===== src/rtl/ssp_host_ctrl.sv =====
// ssp_host_ctrl: host-side master for the SSP peripheral.
// Sends bytes from a valid/ready source into the SSP TX FIFO. Drains the SSP
// RX FIFO in fixed-length bursts into a local circular buffer that feeds a
// valid/ready sink. Also keeps wrapping byte counters.
module ssp_host_ctrl #(
  parameter int unsigned SSP_DEPTH = 4,
  parameter int unsigned BUF_DEPTH = 4
) (
  input  logic        PCLK,
  input  logic        CLEAR_B,
  input  logic [7:0]  tx_data,
  input  logic        tx_valid,
  output logic        tx_ready,
  output logic [7:0]  rx_data,
  output logic        rx_valid,
  input  logic        rx_ready,
  output logic        PSEL,
  output logic        PWRITE,
  output logic [7:0]  PWDATA,
  input  logic [7:0]  PRDATA,
  input  logic        SSPTXINTR,
  input  logic        SSPRXINTR,
  output logic [15:0] tx_count,
  output logic [15:0] rx_count
);

  localparam int unsigned DW      = 8;
  localparam int unsigned CW      = 16;
  localparam int unsigned AW      = (BUF_DEPTH > 1) ? $clog2(BUF_DEPTH) : 1;
  localparam int unsigned PW      = AW + 1;
  localparam int unsigned BW      = (SSP_DEPTH > 1) ? $clog2(SSP_DEPTH) : 1;
  localparam int unsigned MAX_OCC = BUF_DEPTH - SSP_DEPTH;

  typedef enum logic [2:0] {
    IDLE  = 3'd0,
    WRITE = 3'd1,
    WGAP  = 3'd2,
    READ  = 3'd3,
    RCAP  = 3'd4,
    RGAP  = 3'd5
  } state_t;

  state_t          state_q;
  state_t          state_d;
  logic [BW-1:0]   beat_q;
  logic [BW-1:0]   beat_d;
  logic            cap;

  logic [DW-1:0]   mem [BUF_DEPTH];
  logic [PW-1:0]   wptr_q;
  logic [PW-1:0]   rptr_q;
  logic [PW-1:0]   occ;
  logic            empty;
  logic            full;
  logic            room_ok;
  logic            push;
  logic            pop;

  // Buffer status: occupancy decides whether a whole burst fits.
  always_comb begin
    occ     = PW'(wptr_q - rptr_q);
    empty   = (wptr_q == rptr_q);
    full    = (wptr_q[PW-1] != rptr_q[PW-1]) &&
              (wptr_q[AW-1:0] == rptr_q[AW-1:0]);
    room_ok = (32'(occ) <= MAX_OCC);
    pop     = !empty && rx_ready;
    push    = cap && (!full || pop);
    rx_valid = !empty;
    rx_data  = empty ? '0 : mem[rptr_q[AW-1:0]];
  end

  // State and beat counter registers.
  always_ff @(posedge PCLK or negedge CLEAR_B) begin
    if (!CLEAR_B) begin
      state_q <= IDLE;
      beat_q  <= '0;
    end else begin
      state_q <= state_d;
      beat_q  <= beat_d;
    end
  end

  // Next-state decode; reads win over writes in IDLE.
  always_comb begin
    state_d  = state_q;
    beat_d   = beat_q;
    tx_ready = 1'b0;
    cap      = 1'b0;
    case (state_q)
      IDLE: begin
        if (SSPRXINTR && room_ok) begin
          state_d = READ;
          beat_d  = '0;
        end else if (tx_valid && !SSPTXINTR) begin
          tx_ready = 1'b1;
          state_d  = WRITE;
        end
      end
      WRITE: state_d = WGAP;
      WGAP:  state_d = IDLE;
      READ: begin
        cap = (beat_q != '0);
        if (beat_q == BW'(SSP_DEPTH - 1)) begin
          state_d = RCAP;
        end else begin
          beat_d = beat_q + BW'(1);
        end
      end
      RCAP: begin
        cap     = 1'b1;
        state_d = RGAP;
      end
      RGAP:    state_d = IDLE;
      default: state_d = IDLE;
    endcase
  end

  // Registered bus strobes, write data latch and byte counters.
  always_ff @(posedge PCLK or negedge CLEAR_B) begin
    if (!CLEAR_B) begin
      PSEL     <= 1'b0;
      PWRITE   <= 1'b0;
      PWDATA   <= '0;
      tx_count <= '0;
      rx_count <= '0;
    end else begin
      PSEL   <= (state_d == WRITE) || (state_d == READ);
      PWRITE <= (state_d == WRITE);
      if (tx_ready) begin
        PWDATA <= tx_data;
      end
      if (state_q == WRITE) begin
        tx_count <= tx_count + CW'(1);
      end
      if (cap) begin
        rx_count <= rx_count + CW'(1);
      end
    end
  end

  // Buffer pointers; a simultaneous push and pop leaves occupancy unchanged.
  always_ff @(posedge PCLK or negedge CLEAR_B) begin
    if (!CLEAR_B) begin
      wptr_q <= '0;
      rptr_q <= '0;
    end else begin
      if (push) begin
        wptr_q <= wptr_q + PW'(1);
      end
      if (pop) begin
        rptr_q <= rptr_q + PW'(1);
      end
    end
  end

  // Buffer storage; contents are don't-care while the slot is empty.
  always_ff @(posedge PCLK) begin
    if (push) begin
      mem[wptr_q[AW-1:0]] <= PRDATA;
    end
  end

endmodule


===== config.mk =====
export PLATFORM = sky130hd
export DESIGN_NAME = ssp_host_ctrl
export DESIGN_NICKNAME = d
export VERILOG_FILES = /design/src/rtl/ssp_host_ctrl.sv
export SDC_FILE = /design/constraint.sdc
export NUM_CORES = 1
export LEC_CHECK = 0
export ABC_AREA = 1
export BUFFER_PORTS_ARGS = -buffer_cell sky130_fd_sc_hd__buf_4
export CAP_MARGIN = 15
export CELL_PAD_IN_SITES_DETAIL_PLACEMENT = 0
export CELL_PAD_IN_SITES_GLOBAL_PLACEMENT = 1
export CORE_AREA = 2 2 99 101
export CTS_CLUSTER_SIZE = 20
export DETAILED_ROUTE_END_ITERATION = 8
export DIE_AREA = 0 0 101 103
export PLACE_DENSITY_LB_ADDON = 0.3
export SYNTH_ARGS = -nofsm -noshare
export SYNTH_HDL_FRONTEND = slang
export SYNTH_SLANG_ARGS = --single-unit

===== constraint.sdc =====
create_clock -name PCLK -period 3.4 [get_ports PCLK]
set_input_delay 0.34 -clock PCLK [delete_from_list [all_inputs] [get_ports PCLK]]
set_output_delay 0.34 -clock PCLK [all_outputs]
set_load 0.005 [all_outputs]

After elaboration in Yosys (flattened, before gate mapping) --
Memories as Yosys holds them, arrays and structs flattened. Cells that the tools add are included.
Word-level totals: bits in registers 53, memory bits (writable) 32, output and inout port bits 52, logic and storage cells 56, memories 1
Operators by class: add/subtract/negate cells 6, order comparisons 1, equal/unequal tests 11, mux-type cells 14, reductions and logical operators 14
Memories:
- mem | depth 4, bits a word 8, read ports 1, clocked after Yosys merged registers in 0, write ports 1, RTL line 49 | logic [DW-1:0] mem [BUF_DEPTH];
Operators by type and width (count):
- $add A16 B1 Y16 const B | 2
- $pmux W3 S4 | 1
- $mux W3 | 3
- $mux W8 | 1
- $add A3 B1 Y3 const B | 2
- $eq A3 B1 Y1 const B | 2
- $eq A3 B2 Y1 const B | 2
- $logic_and A1 B1 Y1 | 5
- $mux W1 | 5
- $mux W2 | 2
- $ne A2 B2 Y1 const B | 2
- $pmux W2 S2 | 1
- $reduce_bool A2 Y1 | 2
- $eq A3 B3 Y1 | 1
- $eq A3 B3 Y1 const B | 1
- $le A3 B1 Y1 const B | 1
- $logic_not A1 Y1 | 3
- $logic_not A3 Y1 | 1
- $reduce_and A3 Y1 | 1
- $sub A3 B3 Y3 | 1
- $add A2 B1 Y2 const B | 1
- $eq A2 B2 Y1 | 1
- $eq A2 B2 Y1 const B | 1
- $logic_or A1 B1 Y1 | 2
- other kinds (2) | 2

Depth between registers and ports, before layout --
depth in word-level cells 7, depth in mapped cells 12, gate-level depth less buffers 12

Least setup slack after synthesis --
No wires, ideal clock.
path kind register -> register, start point reg rptr_q[1], end point mem mem[0][0], enable pin, setup time 0.371 ns, arrival time 1.704 ns, setup slack 1.326 ns, cell stages (with the launch flop) 9, buffers on the path 1, cells stage by stage dfrtp_1 clkbuf_1 inv_2 ha_1 nand2_1 inv_1 nand3_1 o21ai_2 nor2_1
Between the ends: longest elaborated chain between the ends 7
RTL lines:
- start, declared | RTL line 51 | logic [PW-1:0] rptr_q;
- start signal, assigned | RTL line 151 | rptr_q <= rptr_q + PW'(1);
- $eq A3 B3 Y1 / $eq A2 B2 Y1 (equally long branches) | RTL line 62, 64
- $logic_not A1 Y1 / $logic_and A1 B1 Y1 (equally long branches) | RTL line 66, 63
- $logic_and A1 B1 Y1 / $logic_not A1 Y1 (equally long branches) | RTL line 66, 67
- $logic_or A1 B1 Y1 * | RTL line 67 | push = cap && (!full || pop);
- $logic_and A1 B1 Y1 * | RTL line 67
- $mux W1 * | RTL line 158 | if (push) begin
- $mux W1 (not written as such) * | RTL line 159 | mem[wptr_q[AW-1:0]] <= PRDATA;
- end, declared | RTL line 49
Every way passes the cells marked *; elsewhere a longest branch is shown, timed or not.

Worst setup path after layout --
start point reg rptr_q[1], end point out tx_ready
Between the ends: longest elaborated chain between the ends 5
RTL lines:
- $sub A3 B3 Y3 | RTL line 61 | occ = PW'(wptr_q - rptr_q);
- $le A3 B1 Y1 | RTL line 65 | room_ok = (32'(occ) <= MAX_OCC);
- $logic_and A1 B1 Y1 | RTL line 91 | if (SSPRXINTR && room_ok) begin
- $mux W1 | RTL line 91
- $mux W1 | RTL line 89 | case (state_q)
- end, declared | RTL line 13 | output logic tx_ready,
No other way between the ends.

==> summary by stage <==
Power and ir drop
In this run the power density over the cells is about 660 nW/um2. The leakage component of the power is roughly 2.2 nW. The worst supply voltage drop on vdd is around 320 uV.

Synth
The number of synthesized register bits is 85. By area the synthesized netlist is led by sky130_fd_sc_hd__dfrtp_1 (33%), sky130_fd_sc_hd__edfxtp_1 (24%), sky130_fd_sc_hd__nand2_1 (9.8%). The mapped netlist covers between 4000 and 5000 um2. In the synthesized netlist the dominant register cell turns out to be sky130_fd_sc_hd__dfrtp_1. The number of standard cells after synthesis is around 440. For this run, asynchronously set or reset flops after synthesis account for 62.4%. The count of different cell masters after synthesis is 31. After synthesis, the mean cell area works out to between 9 and 10 um2.

In this run, synthesis inferred 32 flip-flops with an integrated enable. Ranked by instance count, the synthesized netlist is headed by sky130_fd_sc_hd__nand2_1 (106), sky130_fd_sc_hd__nor2_1 (64), sky130_fd_sc_hd__dfrtp_1 (53), sky130_fd_sc_hd__inv_1 (44), sky130_fd_sc_hd__edfxtp_1 (32). Of all cell types, the one taking the most synthesized area is sky130_fd_sc_hd__dfrtp_1.

The most frequent cell after synthesis is sky130_fd_sc_hd__nand2_1. The fraction of post-synthesis cell area in the top cell type by area is 32.6%. The post-synthesis net count is between 400 and 500. The Yosys step of the flow raised 0 warnings. The part of the Yosys area used for sequential elements is approximately 56%.

Drt
In the routed layout, each cell is associated on average with a via count of approximately 5. Once detail routing completed, the nets flagged for antenna violations numbered 0. The aggregate routed wire length is around 8500 um. The detailed router placed around 3,100 vias in this run. The wire length per cell is about 13 um. The number of design-rule violations left by the first detailed-router iteration is about 110.

The first detailed-routing pass took 4 iterations. The detailed-route DRC error count is 0.

Worst setup path
The worst-path maximum fanout is 10. By startpoint and endpoint, the worst setup path is classified as register to output port. The type of destination of the critical path is an output port.

The launching element type of the critical path is a register. Walking the worst path, the cells encountered are inv_2 -> ha_1 -> nand2_1 -> inv_1 -> nand3_2 -> nand2_1 -> nand3_1 -> nand3_2 -> inv_1 -> buf_4. For this run, the slowest stage of the critical path takes around 0.54 ns. The required time of the critical path is 3.06 ns. The critical-path cell with the highest stage delay is sky130_fd_sc_hd__dfrtp_1. The number of cells on the worst reg-to-reg path is 5. The endpoint identified for the worst register-to-register timing path is mem[1][0]$_DFFE_PP_. In this run the register-to-register setup slack is approximately 0.97 ns. The worst register-to-register path begins at beat_q[0]$_DFFE_PN0P_. STA puts the critical path data arrival time at about 2.3 ns.

Floorplan
The floorplan step set the die height to 103 um. The chip width is 101 um. The core area is between 9000 and 10,000 um2. The die covers between 10,000 and 15,000 um2. The starting density of the core is a little over two fifths. 74 I/O pins were placed. The initialized floorplan defines 36 standard-cell rows.

GRT
The total overflow left after global routing is 0. The overall routing resource usage is between 10% and 20%. The first global-routing pass estimated ~14,000 um of wire. The initial antenna violation count is 0. The number of global-route vias before repair is a little under 3,000.

The largest net degree at the start of global routing is 54.

Placed design
The routability congestion estimate is around 0.8. After legalization and detailed placement, the total HPWL measured between 6000 and 7000 um. The total instance count after detailed placement is between 600 and 700. Port buffering added 73 buffers. OpenSTA, run right after detailed placement, puts the worst setup slack at between 0.9 and 1 ns.

Timing
Once routing completed, OpenROAD measured the worst setup slack at ~0.74 ns. In the finished design, the share of the clock period the worst path needs comes to approximately 78%. The number of setup violations in the final report is 0.

The worst max-slew margin expressed relative to the limit is between 50% and 60%. The maximum clock frequency is approximately 380 MHz. The number of max-slew violations in the final report came to 0. Setup repair after global routing left no endpoint under its margin. Setup total negative slack on the finished layout was measured at 0 ns. The count of endpoints failing hold in the final timing report is 0. Clock skew on the completed layout was measured at ~0.012 ns. The shortest period the worst path allows is 2.66 ns. At the pin with the least slew margin, the transition time is 0.747 ns.

Clocking
The post-CTS repair timing setup buffer count is 0. The clock slew seen by the registers of the worst setup and hold paths is 0.09 ns. In this run, post-CTS hold repair placed 0 buffers. The cell at the root of the clock tree is sky130_fd_sc_hd__clkbuf_8. The clock net sink count is 85. In this run, CTS created clock tree buffers numbering 9. The H-tree was split into 3 levels. The number of gates given a new drive strength after cts is 0. The CTS tree is done. The insertion delay of the later-clocked pin in the worst-skew pair is between 0.3 and 0.4 ns. The number of buffers between clock root and the deepest sink is 2.

Hold path
The worst min-delay path category is input port to asynchronous set/reset pin.

Layout
The share of cells above drive strength 1 is 21.1%. For this run, the post-layout net count is 550. The area growth from synthesis to layout is 20.4%.

The finished layout holds around 640 standard cells, fillers aside. The number of inserted diodes is 0.

Outcome
The run finished with clean final reports.

Flow run
The max capacitance violation total is 0.
[cells in the final DEF, fill, tap and decap left out, types with 2 or more instances in the layout]
master and n:
sky130_fd_sc_hd__ha_1 11, sky130_fd_sc_hd__buf_4 73, sky130_fd_sc_hd__o21ai_1 6, sky130_fd_sc_hd__nor3_1 7
sky130_fd_sc_hd__inv_2 4, sky130_fd_sc_hd__clkinv_2 3, sky130_fd_sc_hd__xor2_1 20, sky130_fd_sc_hd__dfrtp_1 53
sky130_fd_sc_hd__o21ai_0 21, sky130_fd_sc_hd__nand2_2 3, sky130_fd_sc_hd__nand4_1 7, sky130_fd_sc_hd__a21oi_1 11
sky130_fd_sc_hd__nor2_1 64, sky130_fd_sc_hd__inv_1 44, sky130_fd_sc_hd__clkbuf_8 9, sky130_fd_sc_hd__nor2_2 5
sky130_fd_sc_hd__nand3_1 19, sky130_fd_sc_hd__nand3_2 2, sky130_fd_sc_hd__clkinvlp_4 2, sky130_fd_sc_hd__nand2_1 106
sky130_fd_sc_hd__edfxtp_1 32, sky130_fd_sc_hd__xnor2_1 8, sky130_fd_sc_hd__nand3_4 2, sky130_fd_sc_hd__clkinv_4 2
[per-stage QoR]
| stage | hold slack, ns | power [mW] | util, % | area (um2) |
|---|---|---|---|---|
| floorplan | 0.0444 | 2.11 | - | 4060 |
| global placement | 0.440 | 2.61 | 49.9 | 4720 |
| detailed placement | 0.445 | 2.63 | 49.9 | 4720 |
| CTS | 0.0358 | 3.29 | 51.7 | 4890 |
| global route | 0.0622 | 3.51 | 51.7 | 4890 |
| finish | 0.00576 | 3.25 | 51.7 | 4890 |
[state kept, by name, indices dropped and copies added (netlist names)]
signal	flops
state_q	3
rptr_q	3
wptr_q	3
tx_count	16
PWRITE	1
PSEL	1
beat_q	2
PWDATA	8
mem	32
rx_count	16
[cells by family (layout without fill, tap and decap cells)]
logic type | count (synthesis) | after routing | synth area share [%]
adder cells (fa/ha/maj) | 11 | 11 | 3.39
flip-flops | 85 | 85 | 56.3
AO/OA/AOI/OAI | 41 | 41 | 5.45
XOR/XNOR | 28 | 28 | 6.04
buffers and inverters | 55 | 138 | 5.42
AND/OR/NAND/NOR | 219 | 219 | 23.4
[per-layer routing]
metal	track usage, %	part of all wire [%]
met4	5.61	1.3
met1	24.7	50
met5	0	0
met2	25.8	44
met3	5.29	5.3
[layout make-up]
cell class / instances / area (um2)
Inverter: 49 / 185
Tap cell: 114 / 143
Clock inverter: 7 / 51.3
Clock buffer: 9 / 124
Timing Repair Buffer: 73 / 548
Multi-Input combinational cell: 299 / 1560
Fill cell: 919 / 4570
Sequential cell: 85 / 2290
[power breakdown]
| part | switching (mW) | leakage [nW] | internal (mW) |
|---|---|---|---|
| logic | 0.642 | 1.17 | 0.541 |
| registers | 0.188 | 0.980 | 1.23 |
| clock network | 0.382 | 0.0856 | 0.267 |
[critical path: cells and delay by family, from the launching register on]
family	cells	cell delay, ns
simple gates	5	0.65
buf+inv	4	0.43
flops	1	0.54
fa+ha+maj	1	0.33
[worst max-delay path by stage]
| stage | slack, ns | cells past startpoint | to | startpoint |
|---|---|---|---|---|
| after global placement | 1.04 | 5 | mem[1][2]$_DFFE_PP_ | state_q[2]$_DFF_PN0_ |
| after detailed placement | 0.94 | 5 | mem[1][0]$_DFFE_PP_ | beat_q[0]$_DFFE_PN0P_ |
| after CTS | 0.71 | 10 | tx_ready | rptr_q[1]$_DFFE_PN0P_ |
| after global routing | 0.50 | 10 | tx_ready | rptr_q[1]$_DFFE_PN0P_ |
| after floorplan | 1.33 | 8 | mem[0][0]$_DFFE_PP_ | rptr_q[1]$_DFFE_PN0P_ |
| final | 0.74 | 10 | tx_ready | rptr_q[1]$_DFFE_PN0P_ |
Power figures use the tool's default switching activity.
